$ cat src/rtl/clock_pkg.sv
// Shared constants and FSM state encodings for the digital clock's input conditioning logic.
package clock_pkg;

   typedef enum logic [1:0] {
      IDLE         = 2'd0,
      PRESS_WAIT   = 2'd1,
      PRESSED      = 2'd2,
      RELEASE_WAIT = 2'd3
   } debState_e;

   localparam int CLK_FREQ_HZ = 50_000_000;
   localparam int DEBOUNCE_MS = 10;

   // Timing defaults scale with the system clock: 10 ms settle, 1 s repeat delay, 200 ms repeat rate.
   localparam int DEFAULT_STABLE_CYCLES = (CLK_FREQ_HZ / 1000) * DEBOUNCE_MS;
   localparam int DEFAULT_REPEAT_DELAY  = CLK_FREQ_HZ;
   localparam int DEFAULT_REPEAT_PERIOD = CLK_FREQ_HZ / 5;

   function automatic int maxInt(input int a, input int b);
      return (a > b) ? a : b;
   endfunction

endpackage

$ cat src/rtl/bit_synchronizer.sv
// Multi-flop synchronizer for a single asynchronous input; reset value is configurable so the
// chain can come out of reset holding the input's idle level.
module bit_synchronizer #(
   parameter int STAGES    = 2,
   parameter bit RESET_VAL = 1'b0
) (
   input  logic clk,
   input  logic rst_n,
   input  logic d_i,
   output logic q_o
);

   logic [STAGES-1:0] sync_q;

   always_ff @(posedge clk or negedge rst_n) begin
      if (!rst_n) begin
         sync_q <= {STAGES{RESET_VAL}};
      end else begin
         sync_q <= {sync_q[STAGES-2:0], d_i};
      end
   end

   assign q_o = sync_q[STAGES-1];

endmodule

$ cat src/rtl/button_debouncer.sv
// Push-button conditioner: synchronizer, stability-count debounce FSM, registered level and
// press/release pulses. Define BUTTON_DEBOUNCER_AUTOREPEAT_EN to add held-button auto-repeat.
module button_debouncer
   import clock_pkg::*;
#(
   parameter int STABLE_CYCLES = DEFAULT_STABLE_CYCLES,
   parameter int SYNC_STAGES   = 2,
   parameter bit ACTIVE_LOW    = 1'b1,
   parameter int REPEAT_DELAY  = DEFAULT_REPEAT_DELAY,
   parameter int REPEAT_PERIOD = DEFAULT_REPEAT_PERIOD
) (
   input  logic clk,
   input  logic rst_n,
   input  logic btn_raw,
   output logic btn_level,
   output logic press_pulse,
   output logic release_pulse
);

   localparam int CNT_W = $clog2(STABLE_CYCLES + 1);
   localparam logic [CNT_W-1:0] CNT_ONE  = CNT_W'(1);
   localparam logic [CNT_W-1:0] CNT_TERM = CNT_W'(STABLE_CYCLES - 1);
   localparam logic [CNT_W-1:0] CNT_MAX  = CNT_W'(STABLE_CYCLES);

   logic             syncOut;
   logic             pressed;
   debState_e        state_q;
   logic [CNT_W-1:0] cnt_q;
   logic [CNT_W-1:0] cnt_d;
   logic             level_q;
   logic             press_q;
   logic             release_q;

   // The chain resets to the released level so reset never looks like a press.
   bit_synchronizer #(
      .STAGES    (SYNC_STAGES),
      .RESET_VAL (ACTIVE_LOW)
   ) u_sync (
      .clk   (clk),
      .rst_n (rst_n),
      .d_i   (btn_raw),
      .q_o   (syncOut)
   );

   assign pressed = syncOut ^ ACTIVE_LOW;

   always_comb begin
      cnt_d = cnt_q;
      if (cnt_q != CNT_MAX) begin
         cnt_d = cnt_q + 1'b1;
      end
   end

`ifdef BUTTON_DEBOUNCER_AUTOREPEAT_EN
   localparam int REP_W = $clog2(maxInt(REPEAT_DELAY, REPEAT_PERIOD) + 1);
   localparam logic [REP_W-1:0] REP_FIRST = REP_W'(REPEAT_DELAY - 1);
   localparam logic [REP_W-1:0] REP_NEXT  = REP_W'(REPEAT_PERIOD - 1);

   logic [REP_W-1:0] rep_q;
   logic             repArmed_q;
   logic             repPeriodic_q;
   logic             acceptPress;
   logic             holding;
   logic             repeatFire;

   assign acceptPress = (state_q == PRESS_WAIT) && pressed && (cnt_q == CNT_TERM);
   assign holding     = (state_q == PRESSED) && pressed;
   assign repeatFire  = holding && repArmed_q &&
                        (rep_q == (repPeriodic_q ? REP_NEXT : REP_FIRST));

   // Repeat timing is armed only by a genuine accepted press; a bounce back from RELEASE_WAIT
   // returns to PRESSED disarmed, so a flaky release cannot start a fresh repeat train.
   always_ff @(posedge clk or negedge rst_n) begin
      if (!rst_n) begin
         rep_q         <= '0;
         repArmed_q    <= 1'b0;
         repPeriodic_q <= 1'b0;
      end else if (acceptPress) begin
         rep_q         <= '0;
         repArmed_q    <= 1'b1;
         repPeriodic_q <= 1'b0;
      end else if (holding && repArmed_q) begin
         if (repeatFire) begin
            rep_q         <= '0;
            repPeriodic_q <= 1'b1;
         end else begin
            rep_q <= rep_q + 1'b1;
         end
      end else begin
         rep_q         <= '0;
         repArmed_q    <= 1'b0;
         repPeriodic_q <= 1'b0;
      end
   end
`endif

   always_ff @(posedge clk or negedge rst_n) begin
      if (!rst_n) begin
         state_q   <= IDLE;
         cnt_q     <= '0;
         level_q   <= 1'b0;
         press_q   <= 1'b0;
         release_q <= 1'b0;
      end else begin
         press_q   <= 1'b0;
         release_q <= 1'b0;
         case (state_q)
            IDLE: begin
               if (pressed) begin
                  state_q <= PRESS_WAIT;
                  cnt_q   <= CNT_ONE;
               end else begin
                  cnt_q <= '0;
               end
            end
            PRESS_WAIT: begin
               if (!pressed) begin
                  state_q <= IDLE;
                  cnt_q   <= '0;
               end else if (cnt_q == CNT_TERM) begin
                  state_q <= PRESSED;
                  cnt_q   <= '0;
                  level_q <= 1'b1;
                  press_q <= 1'b1;
               end else begin
                  cnt_q <= cnt_d;
               end
            end
            PRESSED: begin
               if (!pressed) begin
                  state_q <= RELEASE_WAIT;
                  cnt_q   <= CNT_ONE;
               end else begin
                  cnt_q <= '0;
`ifdef BUTTON_DEBOUNCER_AUTOREPEAT_EN
                  press_q <= repeatFire;
`endif
               end
            end
            RELEASE_WAIT: begin
               if (pressed) begin
                  state_q <= PRESSED;
                  cnt_q   <= '0;
               end else if (cnt_q == CNT_TERM) begin
                  state_q   <= IDLE;
                  cnt_q     <= '0;
                  level_q   <= 1'b0;
                  release_q <= 1'b1;
               end else begin
                  cnt_q <= cnt_d;
               end
            end
            default: begin
               state_q <= IDLE;
               cnt_q   <= '0;
            end
         endcase
      end
   end

   assign btn_level     = level_q;
   assign press_pulse   = press_q;
   assign release_pulse = release_q;

endmodule

$ cat config.mk
export PLATFORM = sky130hd
export DESIGN_NAME = button_debouncer
export DESIGN_NICKNAME = d
export VERILOG_FILES = /design/src/rtl/clock_pkg.sv /design/src/rtl/bit_synchronizer.sv /design/src/rtl/button_debouncer.sv
export SDC_FILE = /design/constraint.sdc
export NUM_CORES = 1
export LEC_CHECK = 0
export ABC_AREA = 1
export CAP_MARGIN = 20
export CORE_MARGIN = 10
export CORE_UTILIZATION = 50
export CTS_BUF_LIST = sky130_fd_sc_hd__clkbuf_8 sky130_fd_sc_hd__clkbuf_16
export DETAILED_ROUTE_END_ITERATION = 12
export GPL_TIMING_DRIVEN = 0
export PLACE_DENSITY_LB_ADDON = 0.12
export SLEW_MARGIN = 5
export SYNTH_ARGS = -nofsm -noshare
export SYNTH_HDL_FRONTEND = slang
export SYNTH_SLANG_ARGS = --single-unit
$ cat constraint.sdc
create_clock -name clk -period 1.8 [get_ports clk]
set_clock_uncertainty 0.1 [all_clocks]
set_input_delay 0.36 -clock clk [delete_from_list [all_inputs] [get_ports clk]]
set_output_delay 0.36 -clock clk [all_outputs]
set_load 0.02 [all_outputs]
Yosys cells after proc, flatten, opt, wreduce, memory -nomap -nowiden
Cells that the tools add are included.
{"block": "word_totals", "input_bits": 3, "word_cells": 48, "output_inout_bits": 3, "register_bits": 26}
{"block": "op_classes", "add_sub_neg": 1, "eq_ne": 13, "mux": 24, "reduce_logical": 4}
{"operator": "$mux W19", "n": 4}
{"operator": "$pmux W19 S4", "n": 1}
{"operator": "$add A19 B1 Y19 const B", "n": 1}
{"operator": "$eq A19 B19 Y1 const B", "n": 1}
{"operator": "$ne A19 B19 Y1 const B", "n": 1}
{"operator": "$mux W2", "n": 6}
{"operator": "$mux W1", "n": 11}
{"operator": "$ne A2 B2 Y1 const B", "n": 4}
{"operator": "$pmux W2 S4", "n": 1}
{"operator": "$reduce_and A5 Y1", "n": 1}
{"operator": "$eq A2 B2 Y1 const B", "n": 2}
{"operator": "$ne A2 B1 Y1 const B", "n": 2}
{"operator": "$reduce_and A4 Y1", "n": 1}
{"operator": "$ne A3 B2 Y1 const B", "n": 1}
{"operator": "$ne A3 B3 Y1 const B", "n": 1}
{"operator": "$eq A2 B1 Y1 const B", "n": 1}
{"operator": "$logic_not A2 Y1", "n": 1}
{"operator": "$pmux W1 S2", "n": 1}
{"operator": "$reduce_bool A2 Y1", "n": 1}

Longest topological paths before layout
{"block": "logic_depth", "ltp_word": 5, "depth_mapped": 10, "depth_no_buf": 10}

Hierarchy
A second synthesis with hierarchy kept.
{"block": "unflattened", "cells_unflattened": 181, "hier_area_um2": 1386.3}
{"mod": "button_debouncer", "seq_area_each_um2": 600.6, "instances": 1, "area_per_inst_um2": 1333.8, "cells_each": 179}
{"mod": "bit_synchronizer", "seq_area_each_um2": 52.6, "instances": 1, "area_per_inst_um2": 52.6, "cells_each": 2}

Worst setup path before layout
OpenSTA, ideal clock, no wires.
{"block": "synth_timing", "path_type": "register -> register", "start": "reg cnt_q[0]", "end": "reg cnt_q[17]", "arrival_time_ns": 1.333, "n_path_buf": 1, "synth_period_minus_slack_ns": 1.558, "setup_ns": 0.126, "slack_ns": 0.242, "t_required_ns": 1.574, "path_stages_with_launch": 10, "cell_sequence": "dfrtp_1 -> ha_1 -> nand3_2 -> nor2_1 -> nand2_1 -> nor2_4 -> nor2_4 -> inv_2 -> buf_6 -> a21oi_1"}
{"block": "synth_between", "elab_chain_len": 5, "elab_cells_between_ends": 8, "classes_between": "1 x add/sub; 2 x eq/ne; 5 x mux"}
{"element": "start, declared", "line": "button_debouncer.sv:28", "rtl": "logic [CNT_W-1:0] cnt_q;"}
{"element": "start signal, assigned", "line": "button_debouncer.sv:126", "rtl": "cnt_q <= cnt_d;"}
{"element": "start signal, assigned", "line": "button_debouncer.sv:150", "rtl": "cnt_q <= cnt_d;"}
{"element": "$add A19 B1 Y19 or $ne A19 B19 Y1 (tied branches)", "line": "button_debouncer.sv:50, button_debouncer.sv:49"}
{"element": "$mux W19", "line": "button_debouncer.sv:49", "rtl": "if (cnt_q != CNT_MAX) begin"}
{"element": "$mux W19 (*)", "line": "button_debouncer.sv:120, button_debouncer.sv:144"}
{"element": "$mux W19, on equally long branches", "line": "button_debouncer.sv:141, button_debouncer.sv:117"}
{"element": "$pmux W19 S4 (*)", "line": "button_debouncer.sv:107", "rtl": "case (state_q)"}
Mark *: on every way between the ends. The rest lies on a longest branch, timed or not.
A chain may end at the register's enable or synchronous reset.

Worst setup path after layout
{"block": "layout_timing", "start": "reg level_q (netlist: btn_level)", "end": "out btn_level"}
{"element": "start, declared", "line": "button_debouncer.sv:30", "rtl": "logic level_q;"}
{"element": "start signal, assigned", "line": "button_debouncer.sv:101", "rtl": "level_q <= 1'b0;"}
{"element": "start signal, assigned", "line": "button_debouncer.sv:123", "rtl": "level_q <= 1'b1;"}
{"element": "start signal, assigned", "line": "button_debouncer.sv:147", "rtl": "level_q <= 1'b0;"}
{"element": "end, declared", "line": "button_debouncer.sv:15", "rtl": "output logic btn_level,"}
No word-level cell between the ends.

==> qor.tcl <==
set qor(setup_viol) 0
set qor(unrepaired_setup_endpoints_after_global_routing) {false}
set qor(slowest_delay_ns) 0.60
set qor(syn_nets) 216
set qor(numClockSinks) 26
set qor(required_ns) 1.34
set qor(worst-setup-path-type) {reg2out}
set qor(clk_pin_slew_worst_paths_ns) 0.09
set qor(final_hold_viol_count) 0
set qor(power.combinational.fraction_pct) 8.3
set qor(cts-htree-levels) 1
set qor(post_synth_inst_count) 211
set qor(nFillCells) 250
set qor(synth.cell_area_um2) 1470
set qor(track_usage_pct) 12.8
set qor(drt_pass1_iterations) 5
set qor(power_switching_share_pct) 22.3
set qor(whs_ns) 0.266
set qor(grt_overflow) 0
set qor(critPathBufInv) 1
set qor(power_per_cell_area_nw_per_um2) 704
set qor(ys_warn_count) 0
set qor(cellLeakagePower_nw) 0.727
set qor(yosys_register_bits) 26
set qor(start_kind) {register}
set qor(antenna_violating_nets_post_route) 0
set qor(path_cells) {clkdlybuf4s50_1}
set qor(number_of_antenna_violations_at_the_first_check_in_global_routing) 0
set qor(p_clk_share_pct) 40.6
set qor(largest_net_degree_at_the_start_of_global_routing) 19
set qor(fp.dieW_um) 74.3
set qor(gp_congestion) 0.828
set qor(tritoncts_buffers) 3
set qor(critical_path.top_delay_family) {buffers and inverters}
set qor(worstPathMaxFanout) 2
set qor(timing.max_cap.violations) 0
set qor(seq_power_share_pct) 51.1
set qor(port_buffers) 5
set qor(slew_limit_fails) 0
set qor(io-pin-count) 6
set qor(cts_tree) {done}
set qor(route.detailed.drc) 0
set qor(dr_total_vias) 1367
set qor(seq_area_frac_synth_pct) 44.3
set qor(cp_data_arrival_time_ns) 1.23
set qor(most_common_library_cell_in_the_layout_ignoring_fill_and_taps) {sky130_fd_sc_hd__nand2_1}
set qor(outcome) {finished, final reports clean}
set qor(first_global_vias) 1291
set qor(detail_route.vias_per_cell) 5.34
set qor(core.rowCount) 19
set qor(timing.final.crit_share_pct) 93.9
set qor(route.detailed.wl_per_inst_um) 13.0
set qor(synth.distinct_cells) 17
set qor(nNetsFinal) 231
set qor(core_um2) 2780
set qor(die_h_um) 74.3
set qor(slowest_stage) {sky130_fd_sc_hd__clkdlybuf4s50_1}
set qor(timing.max_slew.rel_slack_pct) 64.2
set qor(areaGrowthSynthToFinish_pct) 16.1
set qor(vdd.ir_drop.worst_uv) 539
set qor(clockRootBuffer) {sky130_fd_sc_hd__clkbuf_8}
set qor(final_layout_size_suffix_gt1_share_pct) 8.89
set qor(fmaxAchievable_mhz) 592
set qor(clock_insertion_delay_worst_skew_ns) 0.27
set qor(num_antenna_cells) 0
set qor(period_minus_slack_ns) 1.69
set qor(routed_wirelength_um) 3330
set qor(cellInternalPower_w) 0.000936
set qor(mostFrequentLayoutCells) {sky130_fd_sc_hd__nand2_1 (59), sky130_fd_sc_hd__nor2_1 (47), sky130_fd_sc_hd__inv_1 (27), sky130_fd_sc_hd__dfrtp_1 (22), sky130_fd_sc_hd__nand3_1 (15)}
set qor(net-switching-power_w) 0.000269
set qor(drt_first_iter_violations) 114
set qor(timing.hold.worst.class) {reg2reg}
set qor(die_area_um2) 5520
set qor(synth_area_per_cell_um2) 6.99
set qor(initial_core_util_pct) 53.0
set qor(clockBufferDepth) 2
set qor(wire_length_of_the_first_global_routing_pass_um) 5720
set qor(worst_pin_slew_ns) 0.536
set qor(finalSetupTns_ns) 0
set qor(detailedPlacementHpwl_um) 2470
set qor(timing.critical_path.to_type) {output pin}
## cells in the mapped netlist, drive strengths merged
cell	n	area share, %
o21ai	9	3.1
nor2	49	13
dfstp	2	3.6
nor3	3	1.0
buf	1	0.76
a21oi	7	2.4
nand2	59	15
ha	2	1.7
nand3	17	6.1
inv	28	7.1
dfrtp	24	41
xor2	4	2.4
nand3b	1	0.51
nand4	5	2.1
## flip-flops by register name (all words and copies together), names as in the netlist, named ones only
name and flops:
release_pulse 1, state_q 1, cnt_q 19, btn_level 1
press_pulse 1, u_sync.sync_q 2
## final timing paths
check / from / end / slack (ns) / cells after the start
worst max-delay path: btn_level$_DFFE_PN0P_ / btn_level / 0.11 / 1
worst min register to register: u_sync.sync_q[0]$_DFF_PN1_ / u_sync.sync_q[1]$_DFF_PN1_ / 0.27 / 0
worst max register to register: cnt_q[1]$_DFF_PN0_ / cnt_q[14]$_DFF_PN0_ / 0.12 / 9
worst min-delay path: u_sync.sync_q[0]$_DFF_PN1_ / u_sync.sync_q[1]$_DFF_PN1_ / 0.27 / 0
max in group asynchronous: rst_n / u_sync.sync_q[0]$_DFF_PN1_ / 0.72 / 2
min in group asynchronous: rst_n / cnt_q[5]$_DFF_PN0_ / 0.33 / 1
## through the flow
stage / utilization, % / power, W / cell area [um2] / setup WS [ns] / std cells
floorplan: - / 0.000673 / 1470 / 0.242 / 211
global placement: 56.2 / 0.000703 / 1560 / -0.0876 / 247
detailed placement: 57.2 / 0.000717 / 1590 / -0.0541 / 248
CTS: 60.2 / 0.00121 / 1670 / 0.0392 / 252
global route: 61.5 / 0.00125 / 1710 / 0.00168 / 256
finish: 61.5 / 0.00121 / 1710 / 0.109 / 256
## routing by layer
metal	routed length [um]	GRT usage (%)	vias to the layer above	share of wire (%)
li1	-	-	682	-
met1	1520	16.6	646	46
met2	1610	21.0	35	48
met3	171	2.53	4	5.1
met4	25	4.27	0	0.75
met5	0	0	-	0
## kinds of logic after synthesis
group | count (synthesis) | share of synthesized area [%]
buffers and inverters | 29 | 7.89
AO/OA/AOI/OAI | 16 | 5.43
flip-flops | 26 | 44.3
XOR/XNOR | 4 | 2.38
adder cells (fa/ha/maj) | 2 | 1.70
AND/OR/NAND/NOR | 134 | 38.3
## timing repair
action	in CTS	in global routing
endpoints found under the hold margin	0	0
hold buffers	0	0
pin swaps	0	3
gates cloned	0	0
buffers inserted	0	4
setup endpoints to repair	10	10
gates resized for setup	2	4
## area by class of cell
cell class	instances	area, um2	area share (%)
multi-input combinational	156	722	42.2
buffer	1	11.3	0.658
inverter	28	105	6.14
sequential	26	656	38.3
clock buffer	3	41.3	2.41
tap	31	38.8	2.27
clock inverter	1	30.0	1.75
timing repair buffer	10	108	6.29
## power by group through the flow
stage	sequential [W]	combinational, W	clock, W
after global routing	0.000618	0.000115	0.000518
after global placement	0.000621	0.0000825	0
after floorplan	0.000619	0.0000548	0
after detailed placement	0.000623	0.0000938	0
final	0.000616	0.000101	0.000489
after CTS	0.000614	0.0000952	0.000498
Note: power is estimated with default switching activity, not from simulation.
